**config.mk**
```make
export PLATFORM = sky130hd
export DESIGN_NAME = instr_mem_sync
export DESIGN_NICKNAME = d
export VERILOG_FILES = /design/src/rtl/instr_mem_sync_pkg.sv /design/src/rtl/instr_mem_sync_ram_1r1w.sv /design/src/rtl/instr_mem_sync.sv
export SDC_FILE = /design/constraint.sdc
export NUM_CORES = 1
export LEC_CHECK = 0
export CAP_MARGIN = 20
export CORE_MARGIN = 8
export CORE_UTILIZATION = 61
export DETAILED_ROUTE_END_ITERATION = 10
export PLACE_DENSITY = 0.78
export REMOVE_ABC_BUFFERS = 1
export SETUP_SLACK_MARGIN = 0.05
export SLEW_MARGIN = 20
export SYNTH_ARGS = -nofsm -noshare
export SYNTH_HDL_FRONTEND = slang
export SYNTH_SLANG_ARGS = --single-unit
```
**constraint.sdc**
```tcl
create_clock -name clk -period 3.5 [get_ports clk]
set_clock_uncertainty 0.15 [all_clocks]
set_input_delay 0.525 -clock clk [delete_from_list [all_inputs] [get_ports clk]]
set_output_delay 0.525 -clock clk [all_outputs]
set_load 0.05 [all_outputs]
```
**src/rtl/instr_mem_sync_pkg.sv**
```systemverilog
// Shared types and helpers for the synchronous instruction memory.
// Holds the sequencer states, default constants and the fetch fault check.
package instr_mem_pkg;

  typedef enum logic {
    INIT,
    RUN
  } state_t;

  localparam int          DEF_DATA_W   = 32;
  localparam logic [31:0] DEF_NOP_WORD = 32'h0000_0000;
  localparam int          MAX_PC_W     = 64;

  function automatic logic fetch_fault(
    input logic [MAX_PC_W-1:0] pc,
    input int                  addr_w,
    input int                  pc_w
  );
    logic f;
    f = |pc[1:0];
    for (int i = 0; i < MAX_PC_W; i++) begin
      if (i >= addr_w + 2 && i < pc_w && pc[i]) begin
        f = 1'b1;
      end
    end
    return f;
  endfunction

endpackage

```
**src/rtl/instr_mem_sync_ram_1r1w.sv**
```systemverilog
// Word array with one registered read port and one write port.
// Read returns the pre-write contents on a same-address collision.
module ram_1r1w #(
  parameter int DATA_W = 32,
  parameter int DEPTH  = 32
) (
  input  logic                     clk,
  input  logic                     re,
  input  logic [$clog2(DEPTH)-1:0] raddr,
  output logic [DATA_W-1:0]        rdata,
  input  logic                     we,
  input  logic [$clog2(DEPTH)-1:0] waddr,
  input  logic [DATA_W-1:0]        wdata
);

  logic [DATA_W-1:0] mem [DEPTH];

  always_ff @(posedge clk) begin
    if (we) begin
      mem[waddr] <= wdata;
    end
    if (re) begin
      rdata <= mem[raddr];
    end
  end

endmodule

```
**src/rtl/instr_mem_sync.sv**
```systemverilog
// Synchronous-read instruction store with runtime programming port.
// Clears itself to NOP_WORD after reset before accepting traffic.
module instr_mem_sync
  import instr_mem_pkg::*;
#(
  parameter int                DATA_W   = DEF_DATA_W,
  parameter int                DEPTH    = 32,
  parameter int                PC_W     = 32,
  parameter logic [DATA_W-1:0] NOP_WORD = DATA_W'(DEF_NOP_WORD)
) (
  input  logic                     clk,
  input  logic                     rst,
  input  logic                     fetch_req,
  input  logic [PC_W-1:0]          pc,
  output logic [DATA_W-1:0]        instr,
  output logic                     instr_valid,
  output logic                     fault,
  output logic                     ready,
  input  logic                     prog_we,
  input  logic [$clog2(DEPTH)-1:0] prog_addr,
  input  logic [DATA_W-1:0]        prog_data
);

  localparam int ADDR_W = $clog2(DEPTH);
  localparam logic [ADDR_W-1:0] LAST = ADDR_W'(DEPTH - 1);

  state_t            state;
  logic [ADDR_W-1:0] clr_ptr;
  logic [ADDR_W-1:0] idx;
  logic              acc;
  logic              flt;
  logic              hit;

  logic              ram_we;
  logic [ADDR_W-1:0] ram_waddr;
  logic [DATA_W-1:0] ram_wdata;
  logic [DATA_W-1:0] ram_rdata;

  logic              sel_nop;
  logic              sel_byp;
  logic [DATA_W-1:0] byp_q;

  assign idx = pc[ADDR_W+1:2];
  assign acc = fetch_req & ready;
  assign flt = fetch_fault(MAX_PC_W'(pc), ADDR_W, PC_W);
  assign hit = prog_we & (prog_addr == idx);

  always_comb begin
    ram_we    = 1'b0;
    ram_waddr = prog_addr;
    ram_wdata = prog_data;
    if (state == INIT) begin
      ram_we    = 1'b1;
      ram_waddr = clr_ptr;
      ram_wdata = NOP_WORD;
    end else begin
      ram_we    = prog_we;
    end
  end

  ram_1r1w #(
    .DATA_W (DATA_W),
    .DEPTH  (DEPTH)
  ) u_ram (
    .clk    (clk),
    .re     (acc),
    .raddr  (idx),
    .rdata  (ram_rdata),
    .we     (ram_we),
    .waddr  (ram_waddr),
    .wdata  (ram_wdata)
  );

  always_ff @(posedge clk) begin
    if (rst) begin
      state   <= INIT;
      clr_ptr <= '0;
      ready   <= 1'b0;
    end else if (state == INIT) begin
      clr_ptr <= clr_ptr + 1'b1;
      if (clr_ptr == LAST) begin
        state <= RUN;
        ready <= 1'b1;
      end
    end
  end

  // Selectors only move on an accepted fetch so instr holds otherwise.
  always_ff @(posedge clk) begin
    if (rst) begin
      instr_valid <= 1'b0;
      fault       <= 1'b0;
      sel_nop     <= 1'b1;
      sel_byp     <= 1'b0;
      byp_q       <= NOP_WORD;
    end else begin
      instr_valid <= acc;
      fault       <= acc & flt;
      if (acc) begin
        sel_nop <= flt;
        sel_byp <= ~flt & hit;
        byp_q   <= prog_data;
      end
    end
  end

  always_comb begin
    unique case (1'b1)
      sel_nop: instr = NOP_WORD;
      sel_byp: instr = byp_q;
      default: instr = ram_rdata;
    endcase
  end

endmodule
```
# Yosys cells after proc, flatten, opt, wreduce, memory -nomap -nowiden
# Memory sizes are Yosys's and may differ from the RTL's. A register that Yosys moved wholly into a read port is not among the register bits.
# Cells that the tools add are included.
# classes
n_addsub	1
n_eq_ne	2
n_mux	33
n_bitwise	6
reduce_logical	2
# ops
op	n
$pmux W32 S2	1
$mux W32	1
$mux W1	30
$add A5 B1 Y5 const B	1
$eq A5 B5 Y1	1
$eq A5 B5 Y1 const B	1
$mux W5	1
$and A1 B1 Y1	4
$not A1 Y1	2
$reduce_and A2 Y1	1
$reduce_or A2 Y1	1
# totals
ff_bits	43
mem_bits_rw	1024
inputBits	73
elab_cells	53
memories	1
# memory_table
name	depth	width	rd	rd_clocked_by_memory_dff	write_ports	line_no	text
u_ram.mem	32	32	1	1	1	instr_mem_sync_ram_1r1w.sv:16	logic [DATA_W-1:0] mem [DEPTH];

# Longest topological paths before layout
# logic_depth
ltp_word	28
ltp_mapped	8

# Cells and area by module
# A second synthesis with hierarchy kept.
# hier_totals
hier_cells	2539
area_unflattened_um2	43015.0
# by_module_without_submodules
mod	instances	cells_per_inst	area_per_inst_um2	seq_area_each_um2
ram_1r1w	1	2260	40805.4	31710.4
instr_mem_sync	1	279	2209.6	860.8

# Least setup slack after synthesis
# Ideal clock, no wire load.
# synth_path
path_type	reg2reg
startpoint	register state
endpoint	memory u_ram.mem[10][0], enable pin
setup_ns	0.421
arrival_time_ns	2.390
required_time_ns	2.929
path_slack_ns	0.539
path_stages_with_launch	6
path_buffers	1
period_less_slack_ns	2.961
path_cell_list	dfxtp_1 > clkbuf_1 > nand2_1 > o21ai_0 > nand2_1 > nor2_1
# synth_between
elab_chain_len	3
elab_cells_between_ends	4
classes_between	4 x mux
# synth_lines
element	line_no	text
start, declared	instr_mem_sync.sv:27	state_t state;
start signal, assigned	instr_mem_sync.sv:76	state <= INIT;
start signal, assigned	instr_mem_sync.sv:82	state <= RUN;
$mux W1	instr_mem_sync.sv:52	if (state == INIT) begin
$mux W1	instr_mem_sync_ram_1r1w.sv:19	if (we) begin
$mux W1 (implied by the code)	instr_mem_sync_ram_1r1w.sv:20	mem[waddr] <= wdata;
end, declared	instr_mem_sync_ram_1r1w.sv:16	
# Parallel ways exist; a longest one is shown, timed or not.

# Worst setup path after layout
# layout_path
startpoint	register sel_byp
endpoint	output instr[21]
# layout_between
elab_chain_len	1
# layout_lines
element	line_no	text
start, declared	instr_mem_sync.sv:40	logic sel_byp;
start signal, assigned	instr_mem_sync.sv:101	sel_byp <= ~flt & hit;
$pmux W32 S2	instr_mem_sync.sv:108	unique case (1'b1)
end, declared	instr_mem_sync.sv:15	output logic [DATA_W-1:0] instr,
# Every way passes these cells.

==> impl_metrics.toml <==
[clocking]
numCtsBuffers = 104
clk_latency_ns = 0.66
path_clk_slew_ns = 0.06
cts_tree = "yes"
clockRootBuffer = "clkbuf_16"
h-tree-depth = 3
cts.path.max_buffers = 3
cts_hold_buf = 0
cts_sinks = 1099

[synthesis]
yosys_warnings = 0
yosys_most_used_dff = "edfxtp_1"
syn_inst = 2554
ys_seq_elements = 1099
syn-cell-area_um2 = 43020
async_flop_share_pct = 0
ys_seq_area_share_pct = 75.72
synth-edff-count = 1056
ys_types = 34
avgSynthCellArea_um2 = 16.84

[sta]
finalHoldViolCount = 0
rsz0062_at_grt = "no"
period_needed_ns = 3.425
max_freq_mhz = 292.0
period_share_pct = 97.86
tightest_slew_ns = 1.158
finalSetupViolations = 0
slew_violations = 0
relSlewSlack_pct = 22.58

[job]
cap_violations = 0

[critical_path]
crit_arrival_ns = 2.75
critPathMaxStageDelay_ns = 0.82
crit_buf_inv = 2
crit_type = "register to output pin"
crit_path_cell_trace = "buf_4, a22o_1, clkdlybuf4s50_1"
start_kind = "register"
path_max_fanout = 14
end_kind = "output pin"
required_ns = 2.82
critical_path.top_delay_family = "buffers and inverters"
critPathSlowestCell = "clkdlybuf4s50_1"

[floorplanning]
die_h_um = 281.6
die_area_um2 = 79270
die_w_um = 281.6
rows = 97
start_util_pct = 61.54
ios = 108
core_um2 = 69910

[placed_design]
placed_area_um2 = 46210
post-dp-hpwl_um = 58290
port_buffers = 107
place.gp.congestion = 0.8413

[drt]
postRouteAntennaNets = 0
dr_total_vias = 24490
wire_per_inst_um = 28.33
first_pass_iters = 5
wl_um = 106800
routed_via_density = 6.495
drc = 0
drtIter0Drc = 3272

[global_route]
grt_overflow_total = 0
antenna_found_initial = 2
grtUsageTotal_pct = 26.56
grt_pass1_vias = 24820
grt_start_max_net_pins = 75
grt_pass1_wl_um = 155700

[pwr]
power_frac_seq_pct = 54.5
p_sw_share_pct = 20.57
p_per_area_nw_per_um2 = 534.1
netSwitchingPower_mw = 5.437
p_leak_nw = 17.07
p_int_mw = 20.99
ir_worst_vdd_mv = 0.4219
power_frac_comb_pct = 4.8
power.share.clock_pct = 40.7

[final_layout]
multi_input_area_um2 = 9888
antennaDiodeCount = 0
fin_nets = 2818
fin_area_um2 = 49490
drive_gt1_share_pct = 11.31
finish.utilization_pct = 70.79
areaGrowthSynthToFinish_pct = 15.04
regArea_um2 = 32570
n_fill_cell = 4211

[hold_path]
min_path_type = "input pin to register"

[status]
outcome = "finished clean"
cell families (layout without fill, tap and decap cells):
group,Yosys count,in the layout,share of synthesized area [%]
flip-flops,1099,1099,75.72
multiplexers,514,514,11.96
AND/OR/NAND/NOR,413,413,4.311
AO/OA/AOI/OAI,365,365,5.774
buffers and inverters,153,429,2.019
XOR/XNOR,8,8,0.1629
adder cells (fa/ha/maj),2,2,0.05816
cell type report:
type / count / area share, %
timing repair buffer: 233 / 5.198
inverter: 3 / 0.02781
multi-input combinational: 1302 / 19.98
tap: 940 / 2.377
sequential: 1099 / 65.82
clock inverter: 53 / 0.8520
clock buffer: 140 / 5.742
layer usage:
layer | up-vias | track usage [%] | share of wire (%)
met5 | - | 0 | 0
met4 | 0 | 10.54 | 3.8
met3 | 234 | 6.693 | 12
met2 | 1639 | 41.73 | 46
met1 | 12230 | 35.83 | 38
li1 | 10390 | - | -
Yosys cell counts (3+ instances only):
| library cell | number | area share [%] |
|---|---|---|
| edfxtp_1 | 1056 | 74 |
| mux2i_1 | 514 | 12 |
| nand2_1 | 174 | 1.5 |
| a21oi_1 | 132 | 1.5 |
| nand3_1 | 100 | 1.2 |
| a22o_1 | 97 | 2.0 |
| a22oi_1 | 96 | 1.7 |
| buf_2 | 52 | 0.60 |
| nor2_1 | 51 | 0.45 |
| clkbuf_1 | 45 | 0.39 |
| dfxtp_1 | 43 | 2.0 |
| nor3_1 | 35 | 0.41 |
| a31oi_1 | 34 | 0.49 |
| and2_1 | 33 | 0.48 |
| buf_4 | 31 | 0.54 |
| buf_6 | 14 | 0.37 |
| nor4_1 | 7 | 0.10 |
| buf_1 | 6 | 0.052 |
| xor2_1 | 6 | 0.12 |
| nor2b_1 | 5 | 0.073 |
| inv_1 | 3 | 0.026 |
| o21ai_0 | 3 | 0.035 |
registers in the layout, summed over array words and instances (netlist names):
signal	count
byp_q	32
clr_ptr	5
fault	1
instr_valid	1
ready	1
sel_byp	1
sel_nop	1
state	1
u_ram.mem	1024
u_ram.rdata	32
what timing repair did:
item | CTS | global route
cloned | 0 | 0
gates resized for setup | 2 | 3
setup buffers | 0 | 0
endpoints found under the setup margin | 2 | 3
worst reg2reg max path, cell delays in order (launching register included):
cell and delay, ns:
dfxtp_2 0.51, buf_12 0.34, nand2_1 0.13, o21ai_0 0.29, nand2_1 0.32, nor2_4 0.42, buf_4 0.28
cells in the final DEF, fill, tap and decap left out, types with 4 or more instances in the layout:
cell / netlist / final
clkbuf_1: 45 / 29
nor3_1: 35 / 35
dfxtp_1: 43 / 41
bufinv_16: 0 / 6
a22o_1: 97 / 97
mux2i_1: 514 / 514
nor2_4: 0 / 34
nand3_1: 100 / 100
nand2_1: 174 / 172
xor2_1: 6 / 6
buf_12: 0 / 44
clkdlybuf4s50_1: 0 / 100
clkinv_2: 0 / 18
clkbuf_8: 0 / 4
a22oi_1: 96 / 96
nor4_1: 7 / 7
a31oi_1: 34 / 32
clkbuf_16: 0 / 107
and2_1: 33 / 30
a21oi_1: 132 / 131
edfxtp_1: 1056 / 1056
nor2_1: 51 / 17
buf_4: 31 / 82
clkinv_1: 0 / 22
through the flow:
stage                     hold slack, ns  instances  setup slack [ns]  power [mW]  TNS, ns
after detailed placement          0.2999       3577            0.3461       15.92        0
after global placement            0.2915       3577            0.3371       15.89        0
after floorplan                   0.2806       2404            -2.327       15.27   -77.45
final                             0.1422       3770           0.07480       26.43        0
after global routing              0.1549       3770           0.05387       27.10        0
after CTS                         0.1187       3770           0.07666       26.50        0
power groups by stage:
| stage | registers [mW] | clock network [mW] | logic (mW) |
|---|---|---|---|
| after global routing | 14.4 | 11.4 | 1.32 |
| after detailed placement | 14.7 | 0 | 1.24 |
| after floorplan | 14.7 | 0 | 0.593 |
| after global placement | 14.7 | 0 | 1.21 |
| after CTS | 14.4 | 10.8 | 1.25 |
| final | 14.4 | 10.8 | 1.26 |
path summary, 6_finish.rpt:
path                            startpoint                to  slack (ns)  cells after the start
worst min register to register   byp_q[12]         byp_q[12]        0.31                      2
worst min-delay path                   rst         byp_q[22]        0.14                      2
worst max-delay path               sel_byp         instr[21]        0.07                      3
worst max register to register       state  u_ram.mem[9][23]        0.75                      6
Power figures use the tool's default switching activity.
